==> config.mk <==
export PLATFORM = sky130hd
export DESIGN_NAME = input_dispatcher_rr
export DESIGN_NICKNAME = d
export VERILOG_FILES = /design/src/rtl/grn_ctrl_pkg.sv /design/src/rtl/input_dispatcher_rr_select.sv /design/src/rtl/input_dispatcher_rr.sv
export SDC_FILE = /design/constraint.sdc
export NUM_CORES = 1
export LEC_CHECK = 0
export ABC_AREA = 1
export BUFFER_PORTS_ARGS = -buffer_cell sky130_fd_sc_hd__buf_2
export CAP_MARGIN = 20
export CORE_UTILIZATION = 45
export DETAILED_ROUTE_END_ITERATION = 16
export GPL_ROUTABILITY_DRIVEN = 0
export PLACE_DENSITY = 0.68
export SKIP_LAST_GASP = 1
export SLEW_MARGIN = 20
export SYNTH_ARGS = -nofsm -noshare
export SYNTH_HDL_FRONTEND = slang
export SYNTH_SLANG_ARGS = --single-unit
==> constraint.sdc <==
create_clock -name clk -period 12.15 [get_ports clk]
set_input_delay 2.43 -clock clk [delete_from_list [all_inputs] [get_ports clk]]
set_output_delay 2.43 -clock clk [all_outputs]
set_load 0.05 [all_outputs]
==> src/rtl/grn_ctrl_pkg.sv <==
// Shared constants for the ingress dispatcher: FSM state codes, array defaults
// and the position of the broadcast flag bit.
package grn_ctrl_pkg;

  localparam int NUM_PE_DEF = 32;
  localparam int ID_W_DEF   = 5;
  localparam int DATA_W_DEF = 32;

  // MSB of a word marks a configuration broadcast when that mode is built in.
  localparam int BCAST_BIT  = DATA_W_DEF - 1;

  localparam logic [1:0] DISP_IDLE = 2'd0;
  localparam logic [1:0] DISP_WAIT = 2'd1;
  localparam logic [1:0] DISP_SEL  = 2'd2;

endpackage

==> src/rtl/input_dispatcher_rr_select.sv <==
// Combinational round-robin picker: the first free PE at or after ptr, wrapping
// from NUM_PE-1 to 0, found by rotate / priority-encode / unrotate.
module rr_select
  import grn_ctrl_pkg::*;
#(
  parameter int NUM_PE = NUM_PE_DEF,
  parameter int ID_W   = ID_W_DEF
) (
  input  logic [NUM_PE-1:0] free,
  input  logic [ID_W-1:0]   ptr,
  output logic              hit,
  output logic [ID_W-1:0]   idx
);

  logic [NUM_PE-1:0] rot;
  logic [ID_W-1:0]   off;
  logic [ID_W:0]     sum;

  // NOTE: every variable gets a default at the top of always_comb, so no path
  // leaves one unassigned and no latch is inferred.
  always_comb begin
    rot = NUM_PE'({free, free} >> ptr);
    hit = 1'b0;
    off = '0;
    // Descending scan so the lowest set bit of the rotated mask wins.
    for (int i = NUM_PE - 1; i >= 0; i--) begin
      if (rot[i]) begin
        hit = 1'b1;
        off = ID_W'(i);
      end
    end
    sum = {1'b0, ptr} + {1'b0, off};
    if (sum >= (ID_W + 1)'(NUM_PE)) begin
      sum = sum - (ID_W + 1)'(NUM_PE);
    end
    idx = sum[ID_W-1:0];
  end

endmodule

==> src/rtl/input_dispatcher_rr.sv <==
// Ingress scheduler: pops one word from the shared FIFO and writes it to the next
// non-full PE queue in round-robin order. INPUT_DISPATCH_BROADCAST_EN adds broadcast.
module input_dispatcher_rr
  import grn_ctrl_pkg::*;
#(
  parameter int NUM_PE = NUM_PE_DEF,
  parameter int ID_W   = ID_W_DEF,
  parameter int DATA_W = DATA_W_DEF
) (
  input  logic              clk,
  input  logic              rst,
  input  logic              start,
  input  logic              fifo_in_empty,
  input  logic [DATA_W-1:0] fifo_in_data,
  output logic              fifo_in_rd_en,
  input  logic [NUM_PE-1:0] pe_full,
  output logic [NUM_PE-1:0] pe_wr_en,
  output logic [DATA_W-1:0] pe_data,
  output logic              busy,
  output logic [31:0]       dispatch_cnt
);

  logic [1:0]        state_q, state_d;
  logic [ID_W-1:0]   ptr_q, ptr_d;
  logic [DATA_W-1:0] data_q, data_d;
  logic [DATA_W-1:0] pe_data_q, pe_data_d;
  logic              rd_en_q, rd_en_d;
  logic [NUM_PE-1:0] wr_en_q, wr_en_d;
  logic [31:0]       cnt_q, cnt_d;

  logic              hit;
  logic [ID_W-1:0]   idx;
  logic              is_bcast;

  rr_select #(
    .NUM_PE (NUM_PE),
    .ID_W   (ID_W)
  ) u_rr_select (
    .free (~pe_full),
    .ptr  (ptr_q),
    .hit  (hit),
    .idx  (idx)
  );

`ifdef INPUT_DISPATCH_BROADCAST_EN
  localparam int BcastPos = BCAST_BIT + DATA_W - DATA_W_DEF;
  assign is_bcast = data_q[BcastPos];
`else
  assign is_bcast = 1'b0;
`endif

  always_comb begin
    state_d   = state_q;
    ptr_d     = ptr_q;
    data_d    = data_q;
    pe_data_d = pe_data_q;
    cnt_d     = cnt_q;
    rd_en_d   = 1'b0;
    wr_en_d   = '0;
    case (state_q)
      DISP_IDLE: begin
        if (start && !fifo_in_empty) begin
          rd_en_d = 1'b1;
          state_d = DISP_WAIT;
        end
      end
      // Capture regardless of start so a popped word is never dropped.
      DISP_WAIT: begin
        data_d  = fifo_in_data;
        state_d = DISP_SEL;
      end
      DISP_SEL: begin
        if (start) begin
          if (is_bcast) begin
            if (!(|pe_full)) begin
              wr_en_d   = '1;
              pe_data_d = data_q;
              cnt_d     = cnt_q + 32'd1;
              state_d   = DISP_IDLE;
            end
          end else if (hit) begin
            wr_en_d   = {{(NUM_PE - 1){1'b0}}, 1'b1} << idx;
            pe_data_d = data_q;
            ptr_d     = (idx == ID_W'(NUM_PE - 1)) ? '0 : idx + ID_W'(1);
            cnt_d     = cnt_q + 32'd1;
            state_d   = DISP_IDLE;
          end
        end
      end
      default: state_d = DISP_IDLE;
    endcase
  end

  // NOTE: sequential state uses non-blocking assignments so every flop samples
  // the pre-edge values, independent of block evaluation order.
  always_ff @(posedge clk) begin
    if (rst) begin
      state_q   <= DISP_IDLE;
      ptr_q     <= '0;
      data_q    <= '0;
      pe_data_q <= '0;
      cnt_q     <= '0;
      rd_en_q   <= 1'b0;
      wr_en_q   <= '0;
    end else begin
      state_q   <= state_d;
      ptr_q     <= ptr_d;
      data_q    <= data_d;
      pe_data_q <= pe_data_d;
      cnt_q     <= cnt_d;
      rd_en_q   <= rd_en_d;
      wr_en_q   <= wr_en_d;
    end
  end

  assign fifo_in_rd_en = rd_en_q;
  assign pe_wr_en      = wr_en_q;
  assign pe_data       = pe_data_q;
  assign dispatch_cnt  = cnt_q;
  assign busy          = (state_q != DISP_IDLE);

endmodule

---- Word-level counts from Yosys, hierarchy flattened ----
Cells that the tools add are included.
W data, S select, Z words.
operators by class
  magnitude comparators ................... 1
  mux-type cells .......................... 71
  eq/ne operators ......................... 6
  shifts and indexed selects .............. 2
  $add $sub $neg .......................... 4
  bitwise gates (word level) .............. 5
  reduce and logical (&&, ||, !) cells .... 8
operator list
  cell                     number
  $mux W5                  34
  $shr A64 B5 Y32          1
  $mux W1                  33
  $add A32 B1 Y32 const B  1
  $not A32 Y32             1
  $shl A1 B5 Y32 const A   1
  $add A5 B5 Y6            1
  $ge A6 B6 Y1 const B     1
  $mux W2                  3
  $ne A2 B2 Y1 const B     3
  $pmux W2 S3              1
  $reduce_and A3 Y1        2
  $add A5 B1 Y5 const B    1
  $eq A5 B5 Y1 const B     1
  $sub A5 B1 Y5 const B    1
  $not A1 Y1               4
  $reduce_or A4 Y1         1
  $eq A2 B1 Y1 const B     1
  $eq A2 B2 Y1 const B     1
  $logic_not A2 Y1         1
  $reduce_bool A2 Y1       1
  $reduce_or A2 Y1         1
  $logic_and A1 B1 Y1      1
  $logic_not A1 Y1         1
storage, ports and cells
  word-level logic and storage cells ...... 104
  input bits .............................. 68
  output and inout bits ................... 98
  register bits ........................... 136

---- Longest topological paths before layout ----
Gate-level depths: netlist of run 1.
  depth in word-level cells ............... 39
  mapped depth ............................ 55
  depth with buffers taken out ............ 53

---- Hierarchy ----
Synthesis of run 1 repeated with hierarchy kept, for this count alone.
second synthesis, totals
  cell total of the unflattened synthesis .. 1241
  area total of the unflattened synthesis .. 7792.5 um2
modules (own cells, without submodules)
  module               area an instance (um2)  cells an instance  instances  seq. area each (um2)
  input_dispatcher_rr  5336.4                  718                1          2722.6
  rr_select            2456.1                  523                1          0.0

---- Worst setup path after synthesis of run 1 ----
No wires, ideal clock.
  path type ............................... input to register
  start ................................... input port pe_full[0]
  end ..................................... register wr_en_q[18] (netlist: pe_wr_en[18])
  path buffers ............................ 1
  stages .................................. 51
  arrival time ............................ 6.178 ns
  slack ................................... 5.846 ns
  required time ........................... 12.023 ns
  setup time .............................. 0.127 ns
  path through ............................ nand2_1 -> nand3_1 -> nand2_1 -> inv_1 -> nand2_1 -> nand3_1 -> nand2_1 -> o21ai_0 -> nand2_1 -> nand2_1 -> nand2_1 -> nand2_1 -> nand2_1 -> nand2_1 -> nand2_1 -> nand2_1 -> nand2_1 -> nand2_1 -> (+15 left out) -> nand2_1 -> nand2_1 -> nand2_1 -> a21oi_1 -> ha_1 -> fa_1 -> nand2_1 -> inv_1 -> nor2_1 -> nor2_1 -> nor2_1 -> xor2_1 -> inv_1 -> xor2_1 -> inv_1 -> nand2_1 -> clkbuf_1 -> nor2_1
between the ends
  word-level cells in the longest chain between the ends .. 38
  elaborated cells on any way between the ends .. 73
  those cells by class .................... add/sub (2); order compare (1); shift (2); mux (65); bitwise (2); reduce/logical (1)
RTL lines
  what                                                  line                                                                RTL
  start, declared                                       input_dispatcher_rr.sv:16                                           input logic [NUM_PE-1:0] pe_full,
  $not A32 Y32 (*)                                      input_dispatcher_rr.sv:39                                           .free (~pe_full),
  $shr A64 B5 Y32 (*)                                   input_dispatcher_rr_select.sv:22                                    rot = NUM_PE'({free, free} >> ptr);
  $mux W5 (32 in a row)                                 input_dispatcher_rr_select.sv:27                                    if (rot[i]) begin
  $add A5 B5 Y6                                         input_dispatcher_rr_select.sv:32                                    sum = {1'b0, ptr} + {1'b0, off};
  $sub A5 B1 Y5 / $ge A6 B6 Y1 (equally long branches)  input_dispatcher_rr_select.sv:34, input_dispatcher_rr_select.sv:33
  $mux W5                                               input_dispatcher_rr_select.sv:33                                    if (sum >= (ID_W + 1)'(NUM_PE)) begin
  $shl A1 B5 Y32                                        input_dispatcher_rr.sv:82                                           wr_en_d = {{(NUM_PE - 1){1'b0}}, 1'b1} << idx;
  end signal, assigned                                  input_dispatcher_rr.sv:112                                          wr_en_q <= wr_en_d;
  end, declared                                         input_dispatcher_rr.sv:28                                           logic [NUM_PE-1:0] wr_en_q, wr_en_d;
Mark *: on every way between the ends. The rest lies on a longest branch, timed or not.
A chain may end at the register's enable or synchronous reset.

---- Worst setup path in the final report of run 1 ----
  start ................................... input port pe_full[30]
  end ..................................... register wr_en_q[31] (netlist: pe_wr_en[31])
Same word-level chain as after synthesis.

==> metrics.txt, run 1 <==
Final Hold Viols 0; outcome finished, final reports clean; FILL cells around 1,700; register area share after synthesis 0.355; Initial Util 0.462; Skew-Pair Late Insertion Delay roughly 0.43 ns; post_cts resized 0; IO Count 166; Commonest cells post-synth nand2_1 (272), nor2_1 (200), nand3_1 (159), dfxtp_1 (136), inv_1 (110); Crit Path Class input port to flip-flop; crit start category input port; Switching Power roughly 0.00035 W; RSZ-0062 raised after global routing false; dominant synthesized flop cell dfxtp_1; Leak about 4.4 nW; clk_skew 0.0137 ns; Port Buffer Count 165; hold bufs inserted after CTS 0; setup violators final 0; EDFF count, synth 0; Reg power frac 0.407; worst vdd ir 0.110 mV; Post-CTS Setup Bufs 0; die height 132 µm; die width approximately 130 µm; syn nets ~1,300; number of H-tree levels 4; Global Route met1 Usage 0.301; initial antenna violation count 1; total grt overflow 0; synthesized cell area about 7700 µm²; final period utilization 0.542; CTS Buf Count 17; Cell Int Power ~0.0008 W; largest net degree at the start of global routing 80; Max Clk Rate 152 MHz; CP Data Required Time roughly 12 ns; Clock power frac 0.437; Worst setup EP type flip-flop; FF+latch count, synth 136; drt total wl 20,700 µm; grt peak-use layer met2; Mean Syn Cell Area 6.33 µm²; WL/cell ~13 µm; footprint of the multi-input gates approximately 4200 µm²; worst endpoint data arrival time 6.91 ns; vias in the first global route 7,475; Final Slew Violations 0; logic gate share of total power 0.156; diode count 0; Slew Limit Headroom 0.293; nets@finish between 1,000 and 1,500; top cells by area, synth dfxtp_1 (36%), nand2_1 (13%), nand3_1 (10%), nor2_1 (9.8%), inv_1 (5.4%); most frequent cell after synthesis nand2_1; FF+latch area 2720 µm²; worst setup path startpoint pe_full[30]; Critical Path End pe_wr_en[31]; die area approximately 18,000 µm²; area grow syn2layout 18.9%; reg2reg end pe_wr_en[31]; first-pass GRT wire length 34,800 µm; layout cells sized above 1 0.180; fraction of registers with async set/reset 0; Slew @ Worst Pin around 1.1 ns; CTS tree built; Synth top area share 0.355; maxcap violations 0; Routed Antenna Nets 0; Most common cell on crit path nand2_1; area of the core 16,600 µm²; Switching Fraction 0.306; internal reg-to-reg setup slack 6.52 ns; Total GRT Usage 0.243; DRT iter0 DRCs between 500 and 600; Crit-path slowest cell fa_1; Max stage delay on crit path ~0.38 ns; Initial DRT Pass Iterations 5; Yosys cell types 47; cell taking the most area after synthesis dfxtp_1; dpl cell area approximately 8500 µm²; Clk pin slew, worst setup/hold paths ~0.060 ns; Root Buffer clkbuf_16; vias per std cell a little over 5; Min Clock Period, post-route between 6 and 7 ns; drt drc 0; final setup TNS 0 ns; CTS max path bufs 2; number of cells on the worst reg-to-reg path 48; Synth Instances approximately 1,200; crit-path max FO 16; met2 Usage GRT 0.393; power density cells 124 nW/µm²; DP Wirelength between 15,000 and 20,000 µm; hold crit path type flip-flop to flip-flop; met3 Use GR 0.0820; CTS sink count 136; Worst R2R Start ptr_q[2]; cell area after layout 9100 µm²; Ys Warns 0; cell row count 47; via count of the routed design 8,006
-- layout make-up --
class,count,share of cell area
Inverter,128,0.0533
Timing Repair Buffer,171,0.0957
Tap cell,220,0.0302
Multi-Input combinational cell,885,0.458
Clock inverter,15,0.0175
Sequential cell,136,0.299
Clock buffer,17,0.0467
-- registers in the layout, summed over array words and instances (netlist names) --
name	cells
pe_wr_en	32
pe_data	32
fifo_in_rd_en	1
dispatch_cnt	32
ptr_q	5
state_q	2
data_q	32
-- per-stage QoR --
step                      worst slack (ns)  hold WS [ns]   util  std cells  total power (W)
after global placement                5.28         0.456  0.514       1540         0.000644
after global routing                  4.83         0.496  0.549       1572          0.00119
final                                 5.57         0.476  0.549       1572          0.00113
after detailed placement              5.23         0.466  0.514       1540         0.000645
after floorplan                       5.85         0.450      -       1211         0.000600
after CTS                             5.65         0.481  0.549       1572          0.00114
-- kinds of logic after synthesis --
family | Yosys count | synth area share
buf+inv | 190 | 0.101
flops | 136 | 0.355
simple gates | 705 | 0.400
compound gates | 159 | 0.112
xor+xnor | 7 | 0.00800
fa+ha+maj | 14 | 0.0238
-- worst min path at each step --
stage / from / end / cells past startpoint
floorplan: data_q[10] / data_q[10] / 2
global placement: pe_data[29] / pe_data[29] / 2
detailed placement: data_q[28] / data_q[28] / 2
CTS: data_q[26] / data_q[26] / 2
global route: data_q[9] / data_q[9] / 2
finish: data_q[1] / data_q[1] / 2
-- layout by cell type (no fill, tap or decap), types with 17 or more instances in the layout --
cell type / count
nand2_1: 272
nor3_1: 26
inv_1: 109
o21ai_1: 37
o21ai_0: 77
nor2_1: 200
dfxtp_1: 136
clkbuf_16: 17
nand3_1: 159
buf_2: 165
a21oi_1: 25
-- metal layers --
metal	wire length [µm]	up-vias
met1	9110	3541
met3	1710	44
met2	9450	275
li1	-	4146
met5	0	-
met4	467	0
-- power by group through the flow --
| stage | registers, W | clock network (W) | logic (W) |
|---|---|---|---|
| after CTS | 0.000461 | 0.000504 | 0.000175 |
| after detailed placement | 0.000471 | 0 | 0.000174 |
| after global placement | 0.000470 | 0 | 0.000174 |
| after floorplan | 0.000482 | 0 | 0.000118 |
| after global routing | 0.000462 | 0.000522 | 0.000202 |
| final | 0.000461 | 0.000495 | 0.000176 |
-- worst max-delay path: cells and delay by family --
family                     cells  cell delay [ns]
AOI/OAI and AO/OA              2             0.37
xor gates and xnor gates       2             0.33
adders and majority gates      2             0.58
buffers and inverters          5             0.37
and+or+nand+nor               40             2.84
No activity file was read; power rests on OpenSTA's default activity.
==> run 2: changes to the inputs <==
==> constraint.sdc (replaced) <==
create_clock -name clk -period 6.1 [get_ports clk]
set_input_delay 1.22 -clock clk [delete_from_list [all_inputs] [get_ports clk]]
set_output_delay 1.22 -clock clk [all_outputs]
set_load 0.05 [all_outputs]
==> metrics.txt, run 2 (same netlist as run 1, synthesis figures left out) <==
FILL cells 1,699 (unchanged); CTS max path bufs 2 (unchanged); die height 132 µm (unchanged); first-pass GRT wire length 34,500 µm (was 34,800 µm); Final Hold Viols 0 (unchanged); Min Clock Period, post-route 5.30 ns; final std cells w/o fill 1,575 (was 1,572); worst endpoint data arrival time 5.63 ns (was 6.91 ns); CTS sink count 136 (unchanged); final period utilization 0.868; dpl cell area 8540 µm² (was 8520 µm²); most common cell after layout, fill and taps aside nand2_1 (unchanged); Routed Antenna Nets 0 (unchanged); total grt overflow 0 (unchanged); outcome finished, final reports clean (unchanged); Crit Path Class input port to flip-flop (unchanged); clk_skew 0.0117 ns (was 0.0137 ns); Clk pin slew, worst setup/hold paths 0.06 ns (about the same); Placed Cells 1,543 (was 1,540); area of the core 16,600 µm² (unchanged); CP Data Required Time 6.43 ns (was 12.48 ns); nets@finish 1,424 (was 1,421); CTS Buf Count 17 (unchanged); Buf/Inv on CP 4 (was 5); IO Count 166 (unchanged); Port Buffer Count 165 (unchanged); setup violators final 0 (unchanged); Crit-path slowest cell fa_1 (unchanged); area grow syn2layout 19.2% (was 18.9%); Most common cell on crit path nand2_1 (unchanged); crit-path max FO 16 (unchanged); RSZ-0062 raised after global routing false (unchanged); smallest hold slack 0.474 ns (was 0.476 ns); hold crit path type flip-flop to flip-flop (unchanged); largest net degree at the start of global routing 81 (was 80); vias in the first global route 7,277 (was 7,475); crit start category input port (unchanged); Initial Util 0.462 (unchanged); Worst setup EP type flip-flop (unchanged); Slew Limit Headroom 0.331 (was 0.293); Max Clk Rate roughly 190 MHz; die width 132 µm (unchanged); initial antenna violation count 0 (was 1); layout cells sized above 1 0.182 (was 0.180); commonest cells after routing, fill and taps aside nand2_1 (272), nor2_1 (200), buf_2 (165) (unchanged); diode count 0 (unchanged); Skew-Pair Late Insertion Delay 0.42 ns (was 0.43 ns); via count of the routed design 7,990 (was 8,006); maxcap violations 0 (unchanged); number of H-tree levels 4 (unchanged); Total GRT Usage 0.241 (was 0.243); WL/cell 13.1 µm (was 13.2 µm); Initial DRT Pass Iterations 5 (unchanged); worst vdd ir 0.239 mV (was 0.110 mV); final setup TNS 0 ns (unchanged); cell area after layout 9130 µm² (was 9100 µm²); Top delay family on crit path simple AND/OR/NAND/NOR gates (unchanged); Post-CTS Setup Bufs 0 (unchanged); die area 17,500 µm² (unchanged); hold bufs inserted after CTS 0 (unchanged); Root Buffer clkbuf_16 (unchanged); Final Slew Violations 0 (unchanged); CTS tree built (unchanged); post_cts resized 0 (unchanged); vias per std cell 5.07 (was 5.09); Leak 4.38 nW (was 4.36 nW); power density cells 250 nW/µm² (was 124 nW/µm²); Max stage delay on crit path 0.38 ns (about the same); drt total wl 20,600 µm (was 20,700 µm); cell row count 47 (unchanged); drt drc 0 (unchanged); DRT iter0 DRCs 553 (was 534); DP Wirelength 15,200 µm (was 15,100 µm); Slew @ Worst Pin 1.00 ns (was 1.06 ns)
-- run 2: cell count changes in the layout (fill, tap and decap cells not counted) --
cell,previous run,this run
inv_6,3,5
clkinv_8,3,0
bufinv_16,0,1
clkinv_2,1,0
clkbuf_8,0,1
buf_4,6,9
-- run 2: worst paths after layout --
check / start / to / slack [ns] / depth (start not counted)
max: pe_full[8] / pe_wr_en[27] / 0.80 / 49
min: data_q[9] / data_q[9] / 0.47 / 2
max reg2reg: ptr_q[0] / pe_wr_en[27] / 0.88 / 49
min reg2reg: data_q[9] / data_q[9] / 0.47 / 2
-- run 2: layout make-up --
cell class | instances | area [µm²] | area share
sequential | 136 | 2720 | 0.298
multi-input combinational | 885 | 4170 | 0.456
clock buffer | 18 | 439 | 0.0481
clock inverter | 14 | 153 | 0.0167
inverter | 128 | 485 | 0.0532
timing repair buffer | 174 | 893 | 0.0978
tap | 220 | 275 | 0.0301
-- run 2: tightest hold or removal path: cells and delay by family (launching register included) --
kind             cells  cell delay (ns)
and+or+nand+nor      2             0.12
DFF                  1             0.32
-- run 2: per-layer routing --
metal	track usage	vias up	wire [µm]
li1	-	4155	-
met1	0.309	3576	9250
met2	0.382	228	9310
met3	0.0820	31	1650
met4	0.0754	0	414
met5	0	-	0
-- run 2: power by group --
part           leakage (nW)  total [W]  internal [W]  switching (W)
combinational          2.99   0.000351      0.000113       0.000238
clock                 0.290    0.00102      0.000590       0.000425
sequential             1.10   0.000918      0.000908      0.0000104
total                  4.38    0.00228       0.00161       0.000673
-- run 2: through the flow --
stage / util / total power, W / worst slack (ns)
after floorplan: - / 0.00120 / 1.01
after global placement: 0.515 / 0.00128 / 0.533
after detailed placement: 0.515 / 0.00129 / 0.403
after CTS: 0.551 / 0.00230 / 0.826
after global routing: 0.551 / 0.00240 / 0.0998
final: 0.551 / 0.00228 / 0.804
